File: src/rtl/bram_stream_reader_pkg.sv
// Shared constants for the BRAM burst reader: default sizes, FSM encoding
// and the address-width helper.
package bram_stream_reader_pkg;

  localparam int DEFAULT_DATA_WIDTH = 32;
  localparam int DEFAULT_DATA_DEPTH = 256;

  localparam logic [1:0] ST_IDLE  = 2'd0;
  localparam logic [1:0] ST_READ  = 2'd1;
  localparam logic [1:0] ST_DRAIN = 2'd2;

  // Counts significant bits of depth, so a power-of-two depth gets one spare
  // bit (256 -> 9).
  function automatic int clogb2(input int depth);
    int d;
    int n;
    d = depth;
    n = 0;
    while (d > 0) begin
      d = d >> 1;
      n++;
    end
    return n;
  endfunction

endpackage

File: src/rtl/bram_stream_reader_skid_fifo.sv
// Two-entry output buffer with valid/ready on both sides; head entry is
// presented combinationally so it stays stable while the consumer stalls.
module stream_skid_fifo #(
  parameter int DATA_WIDTH = 32
) (
  input  logic                  clk,
  input  logic                  rst,
  input  logic                  s_valid,
  output logic                  s_ready,
  input  logic [DATA_WIDTH-1:0] s_data,
  output logic                  m_valid,
  input  logic                  m_ready,
  output logic [DATA_WIDTH-1:0] m_data,
  output logic [1:0]            count
);

  logic [DATA_WIDTH-1:0] mem_q [2];
  logic [DATA_WIDTH-1:0] mem_d [2];
  logic                  wr_ptr_q, wr_ptr_d;
  logic                  rd_ptr_q, rd_ptr_d;
  logic [1:0]            count_q, count_d;
  logic                  push, pop;

  assign s_ready = (count_q != 2'd2);
  assign m_valid = (count_q != 2'd0);
  assign m_data  = mem_q[rd_ptr_q];
  assign count   = count_q;
  assign push    = s_valid && s_ready;
  assign pop     = m_valid && m_ready;

  always_comb begin
    mem_d    = mem_q;
    wr_ptr_d = wr_ptr_q;
    rd_ptr_d = rd_ptr_q;
    count_d  = count_q;
    if (push) begin
      mem_d[wr_ptr_q] = s_data;
      wr_ptr_d        = ~wr_ptr_q;
    end
    if (pop) begin
      rd_ptr_d = ~rd_ptr_q;
    end
    case ({push, pop})
      2'b10:   count_d = count_q + 2'd1;
      2'b01:   count_d = count_q - 2'd1;
      default: count_d = count_q;
    endcase
  end

  always_ff @(posedge clk or posedge rst) begin
    if (rst) begin
      mem_q    <= '{default: '0};
      wr_ptr_q <= 1'b0;
      rd_ptr_q <= 1'b0;
      count_q  <= 2'd0;
    end else begin
      mem_q    <= mem_d;
      wr_ptr_q <= wr_ptr_d;
      rd_ptr_q <= rd_ptr_d;
      count_q  <= count_d;
    end
  end

endmodule

File: src/rtl/bram_stream_reader.sv
// Burst reader: issues sequential BRAM reads (wrapping at DATA_DEPTH) and
// streams the words out through a 2-entry buffer with valid/ready flow control.
module bram_stream_reader
  import bram_stream_reader_pkg::*;
#(
  parameter int  DATA_WIDTH = DEFAULT_DATA_WIDTH,
  parameter int  DATA_DEPTH = DEFAULT_DATA_DEPTH,
  localparam int ADDR_WIDTH = clogb2(DATA_DEPTH)
) (
  input  logic                  clk,
  input  logic                  rst,
  input  logic                  start,
  input  logic [ADDR_WIDTH-1:0] base_addr,
  input  logic [ADDR_WIDTH-1:0] length,
  output logic                  busy,
  output logic                  done,
  output logic                  rd_en,
  output logic [ADDR_WIDTH-1:0] rd_addr,
  input  logic [DATA_WIDTH-1:0] rd_data,
  output logic                  m_valid,
  input  logic                  m_ready,
  output logic [DATA_WIDTH-1:0] m_data,
  output logic                  m_last
);

  logic [1:0]            state_q, state_d;
  logic [ADDR_WIDTH-1:0] addr_q, addr_d;
  logic [ADDR_WIDTH-1:0] rem_q, rem_d;
  logic                  inflight_q, inflight_d;
  logic                  inflight_last_q, inflight_last_d;
  logic                  done_q, done_d;
  logic                  rd_last, pop, room, fifo_s_ready;
  logic [1:0]            fifo_count;
  logic [2:0]            occ_next;
  logic [DATA_WIDTH:0]   fifo_m_data;

  function automatic logic [ADDR_WIDTH-1:0] next_addr(input logic [ADDR_WIDTH-1:0] a);
    if (a == ADDR_WIDTH'(DATA_DEPTH - 1)) return '0;
    return a + 1'b1;
  endfunction

  assign pop      = m_valid && m_ready;
  // Occupancy after this edge if a word lands now; a new read is safe only
  // when its data will still find a free slot next cycle.
  assign occ_next = {1'b0, fifo_count} + {2'b0, inflight_q} - {2'b0, pop};
  assign room     = fifo_s_ready && (occ_next < 3'd2);

  always_comb begin
    state_d         = state_q;
    addr_d          = addr_q;
    rem_d           = rem_q;
    done_d          = 1'b0;
    rd_en           = 1'b0;
    rd_addr         = '0;
    rd_last         = 1'b0;
    case (state_q)
      ST_IDLE: begin
        if (start) begin
          if (length == '0) begin
            done_d = 1'b1;
          end else begin
            // First read goes out in the start cycle to reach the 2-cycle latency.
            rd_en   = 1'b1;
            rd_addr = base_addr;
            rd_last = (length == ADDR_WIDTH'(1));
            addr_d  = next_addr(base_addr);
            rem_d   = length - 1'b1;
            state_d = (length == ADDR_WIDTH'(1)) ? ST_DRAIN : ST_READ;
          end
        end
      end
      ST_READ: begin
        if (room) begin
          rd_en   = 1'b1;
          rd_addr = addr_q;
          rd_last = (rem_q == ADDR_WIDTH'(1));
          addr_d  = next_addr(addr_q);
          rem_d   = rem_q - 1'b1;
          if (rem_q == ADDR_WIDTH'(1)) state_d = ST_DRAIN;
        end
      end
      ST_DRAIN: begin
        if (pop && m_last) begin
          state_d = ST_IDLE;
          done_d  = 1'b1;
        end
      end
      default: state_d = ST_IDLE;
    endcase
    inflight_d      = rd_en;
    inflight_last_d = rd_last;
  end

  always_ff @(posedge clk or posedge rst) begin
    if (rst) begin
      state_q         <= ST_IDLE;
      addr_q          <= '0;
      rem_q           <= '0;
      inflight_q      <= 1'b0;
      inflight_last_q <= 1'b0;
      done_q          <= 1'b0;
    end else begin
      state_q         <= state_d;
      addr_q          <= addr_d;
      rem_q           <= rem_d;
      inflight_q      <= inflight_d;
      inflight_last_q <= inflight_last_d;
      done_q          <= done_d;
    end
  end

  stream_skid_fifo #(
    .DATA_WIDTH(DATA_WIDTH + 1)
  ) u_out_buf (
    .clk    (clk),
    .rst    (rst),
    .s_valid(inflight_q),
    .s_ready(fifo_s_ready),
    .s_data ({inflight_last_q, rd_data}),
    .m_valid(m_valid),
    .m_ready(m_ready),
    .m_data (fifo_m_data),
    .count  (fifo_count)
  );

  assign m_last = fifo_m_data[DATA_WIDTH];
  assign m_data = fifo_m_data[DATA_WIDTH-1:0];
  assign busy   = (state_q != ST_IDLE);
  assign done   = done_q;

endmodule
File: config.mk
export PLATFORM = sky130hd
export DESIGN_NAME = bram_stream_reader
export DESIGN_NICKNAME = d
export VERILOG_FILES = /design/src/rtl/bram_stream_reader_pkg.sv /design/src/rtl/bram_stream_reader_skid_fifo.sv /design/src/rtl/bram_stream_reader.sv
export SDC_FILE = /design/constraint.sdc
export NUM_CORES = 1
export LEC_CHECK = 0
export ABC_AREA = 1
export CORE_UTILIZATION = 50
export DETAILED_ROUTE_END_ITERATION = 6
export PLACE_DENSITY = 0.85
export SLEW_MARGIN = 20
export SYNTH_ARGS = -nofsm -noshare
export SYNTH_HDL_FRONTEND = slang
export SYNTH_SLANG_ARGS = --single-unit
File: constraint.sdc
create_clock -name clk -period 7.13 [get_ports clk]
set_clock_uncertainty 0.05 [all_clocks]
set_input_delay 1.426 -clock clk [delete_from_list [all_inputs] [get_ports clk]]
set_output_delay 1.426 -clock clk [all_outputs]
set_load 0.02 [all_outputs]
==> results.yml <==
setup_path:
  cp.depth: 13
  r2r-end: "rem_q[1]$_DFFE_PP0P_"
  critical_path_class: "input port to output pin"
  cpMostUsedCell: "inv_1"
  crit_path_max_fanout: 28
  rr_startpoint: "u_out_buf.count[1]$_DFFE_PP0P_"
  startpoint_type: "input port"
  arrival_ns: 4.68
  ff2ff_setup_slack_ns: 4.17
  worstPathCellList: "clkdlybuf4s50_1 > inv_1 > nor2_1 > ha_1 > inv_1 > nand2_1 > fa_1 > inv_1 > a21oi_1 > nand3_2 > buf_4 > nand2_4 > clkdlybuf4s50_1"
  path_buf_inv: 6
  critical-path-slowest-cell: "clkdlybuf4s50_1"
  worstSetupEndpoint: "rd_en"
  worstPathRequired_ns: 5.65
  worst_setup_path_end_kind: "output pin"
  slowest_delay_ns: 0.69
  worstRegToRegCells: 13
  cp-startpoint: "m_ready"
  cp_top_family: "buffers and inverters"
status:
  run_status: "finished, final reports clean"
clock_tree:
  cts_tree: "yes"
  postCtsSetupBuffers: 0
  clkSinkCount: 93
  htree_num_levels: 3
  clockBufferDepth: 2
  insertion_delay_ns: 0.37
  holdBufCountCts: 0
  cts-root-buf: "clkbuf_8"
  cts_buffers: 9
  clk_pin_slew_ns: 0.08
  cts_resized: 0
sta:
  min_period_over_period_pct: 86.31
  final-setup-viol-count: 0
  finalMaxSlewViolations: 0
  fmax_mhz: 162.5
  period_minus_slack_ns: 6.154
  relSlewSlack_pct: 30.54
  hold_violations: 0
  worst_pin_slew_ns: 1.035
  tns_ns: 0
  rsz0062_at_grt: "false"
floorplan:
  die_area_mm2: 0.01084
  dieWidth_um: 104.1
  ios: 100
  chipHeight_um: 104.1
  start_util_pct: 52.39
  core_area_mm2: 0.009955
  num_rows: 36
route:
  ant_nets: 0
  vias_per_cell: 5.155
  remaining_drc_errors: 0
  dr.pass1.iters: 5
  drt-initial-drc-count: 433
  vias: 4887
  wl_mm: 12.36
  wire_per_inst_um: 13.03
synthesis:
  synthCells: 725
  yosysTopAreaCellShare_pct: 44.63
  synth_top_family_by_area: "simple AND/OR/NAND/NOR gates"
  post_synth_num_cell_types: 32
  synthSimpleGateAreaFrac_pct: 30.76
  ys.flop_type: "dfrtp_1"
  ys_async_sr_fraction_pct: 100.0
  synth_xor_area_share_pct: 1.512
  synth_area_mm2: 0.005215
  ys_ff_latch: 93
  yosys-top-cells-area: "dfrtp_1 (45%), nand2_1 (21%), inv_1 (6.3%)"
  synth-compound-area-share_pct: 10.89
  synth_top_area_cell: "dfrtp_1"
  synth-seq-area-share_pct: 44.63
  synthAdderAreaFrac_pct: 2.543
  syn_area_per_cell_um2: 7.193
  synth_edf_count: 0
  syn_nets: 789
  yosys_warnings: 0
  synthMuxAreaShare_pct: 0
final_layout:
  multiInputGateArea_mm2: 0.002396
  n_fill_cell: 854
  diodes: 0
  nets: 874
  seqCellArea_mm2: 0.002327
  instances_no_fill: 948
  fin_area_mm2: 0.006437
  utilization_pct: 64.67
  final_cell_mix: "nand2_1 (295), clkdlybuf4s50_1 (99), dfrtp_1 (93), inv_1 (85), o21ai_0 (47)"
  layout_commonest_cell: "nand2_1"
  area_delta_synth_final_pct: 23.44
  drive_above_1_share_pct: 5.890
grt:
  grt_pass1_wl_mm: 21.20
  grt_pass1_vias: 4726
  grt_use_met2_pct: 39.00
  grt.busiest_layer: "met2"
  grt.overflow.total: 0
  grt_use_met1_pct: 32.22
  grt_util_all_layers_pct: 23.96
  antenna_found_initial: 0
  grt_max_degree: 68
  use_met3_pct: 4.950
placement:
  place.gp.congestion: 0.8819
  hpwl_mm: 8.598
  placed_area_mm2: 0.006238
  place_inst: 932
  port_buffers: 99
pwr:
  power_density_mw_per_mm2: 456.0
  power_leakage_nw: 3.317
  max-vdd-ir-drop_uv: 279.4
  total_power_mw: 2.936
min_path:
  hp-class: "flop to flop"
job:
  cap_violations: 0
-- final cells by class --
class | count | share of cell area (%)
multi-input cells | 513 | 37.22
clock inverters | 6 | 0.9913
flip-flops and latches | 93 | 36.15
inverters | 91 | 5.326
repair buffers | 102 | 15.74
clock buffers | 10 | 1.983
well taps | 133 | 2.585
-- per-stage QoR --
stage	hold slack, ns	worst slack [ns]
6_report	0.4376	0.9761
4_1_cts	0.4438	0.9999
5_1_grt	0.4554	0.7954
2_1_floorplan	0.3911	2.162
3_3_place_gp	0.4159	1.101
3_5_place_dp	0.4225	1.006
-- layer usage --
layer | vias to the layer above | share of wire [%] | wire [um]
met5 | - | 0 | 0
met4 | 0 | 1.1 | 132
met3 | 14 | 5.3 | 658
met2 | 156 | 47 | 5789
met1 | 2289 | 47 | 5776
li1 | 2428 | - | -
-- tightest hold or removal path: cells and delay by family (launching register included) --
kind            cells  cell delay, ns
simple gates        1            0.05
compound gates      1            0.06
flops               1            0.35
-- logic make-up after synthesis --
kind of cell / Yosys count
AOI/OAI and AO/OA: 100
DFF: 93
xor gates and xnor gates: 9
and+or+nand+nor: 394
adders and majority gates: 10
buffers and inverters: 119
-- Yosys cell counts (2+ instances only) --
| cell type | instances |
|---|---|
| nor2_2 | 2 |
| inv_2 | 3 |
| nand3b_1 | 2 |
| nand3_2 | 3 |
| inv_1 | 87 |
| clkbuf_1 | 12 |
| o21ai_2 | 11 |
| dfrtp_1 | 93 |
| o21ai_1 | 26 |
| buf_2 | 10 |
| nand2_1 | 295 |
| o22ai_1 | 7 |
| buf_6 | 6 |
| ha_1 | 9 |
| xor2_1 | 6 |
| xnor2_1 | 3 |
| a21oi_1 | 6 |
| nand3_1 | 45 |
| o21ai_0 | 47 |
| nor2_1 | 37 |
| nand2_2 | 4 |
-- report_power, final --
| group | internal, mW | switching, mW |
|---|---|---|
| combinational | 0.645 | 0.988 |
| sequential | 0.781 | 0.176 |
| clock | 0.162 | 0.185 |
| total | 1.59 | 1.35 |
-- state kept, by name, summed over array words and instances (netlist names) --
name                count
addr_q                  9
done                    1
inflight_last_q         1
inflight_q              1
rem_q                   9
state_q                 2
u_out_buf.count         2
u_out_buf.mem_q        66
u_out_buf.rd_ptr_q      1
u_out_buf.wr_ptr_q      1
-- worst min path at each step --
stage                                 endpoint                            start  cells past startpoint  slack [ns]
4_1_cts        u_out_buf.mem_q[43]$_DFFE_PP0P_  u_out_buf.mem_q[43]$_DFFE_PP0P_                      2        0.44
5_1_grt        u_out_buf.mem_q[43]$_DFFE_PP0P_  u_out_buf.mem_q[43]$_DFFE_PP0P_                      2        0.46
6_report       u_out_buf.mem_q[28]$_DFFE_PP0P_  u_out_buf.mem_q[28]$_DFFE_PP0P_                      2        0.44
2_1_floorplan        inflight_last_q$_DFF_PP0_           state_q[1]$_DFFE_PP0P_                      1        0.39
3_5_place_dp   u_out_buf.mem_q[43]$_DFFE_PP0P_  u_out_buf.mem_q[43]$_DFFE_PP0P_                      2        0.42
3_3_place_gp   u_out_buf.mem_q[44]$_DFFE_PP0P_  u_out_buf.mem_q[44]$_DFFE_PP0P_                      2        0.42
Note: power is estimated with default switching activity, not from simulation.
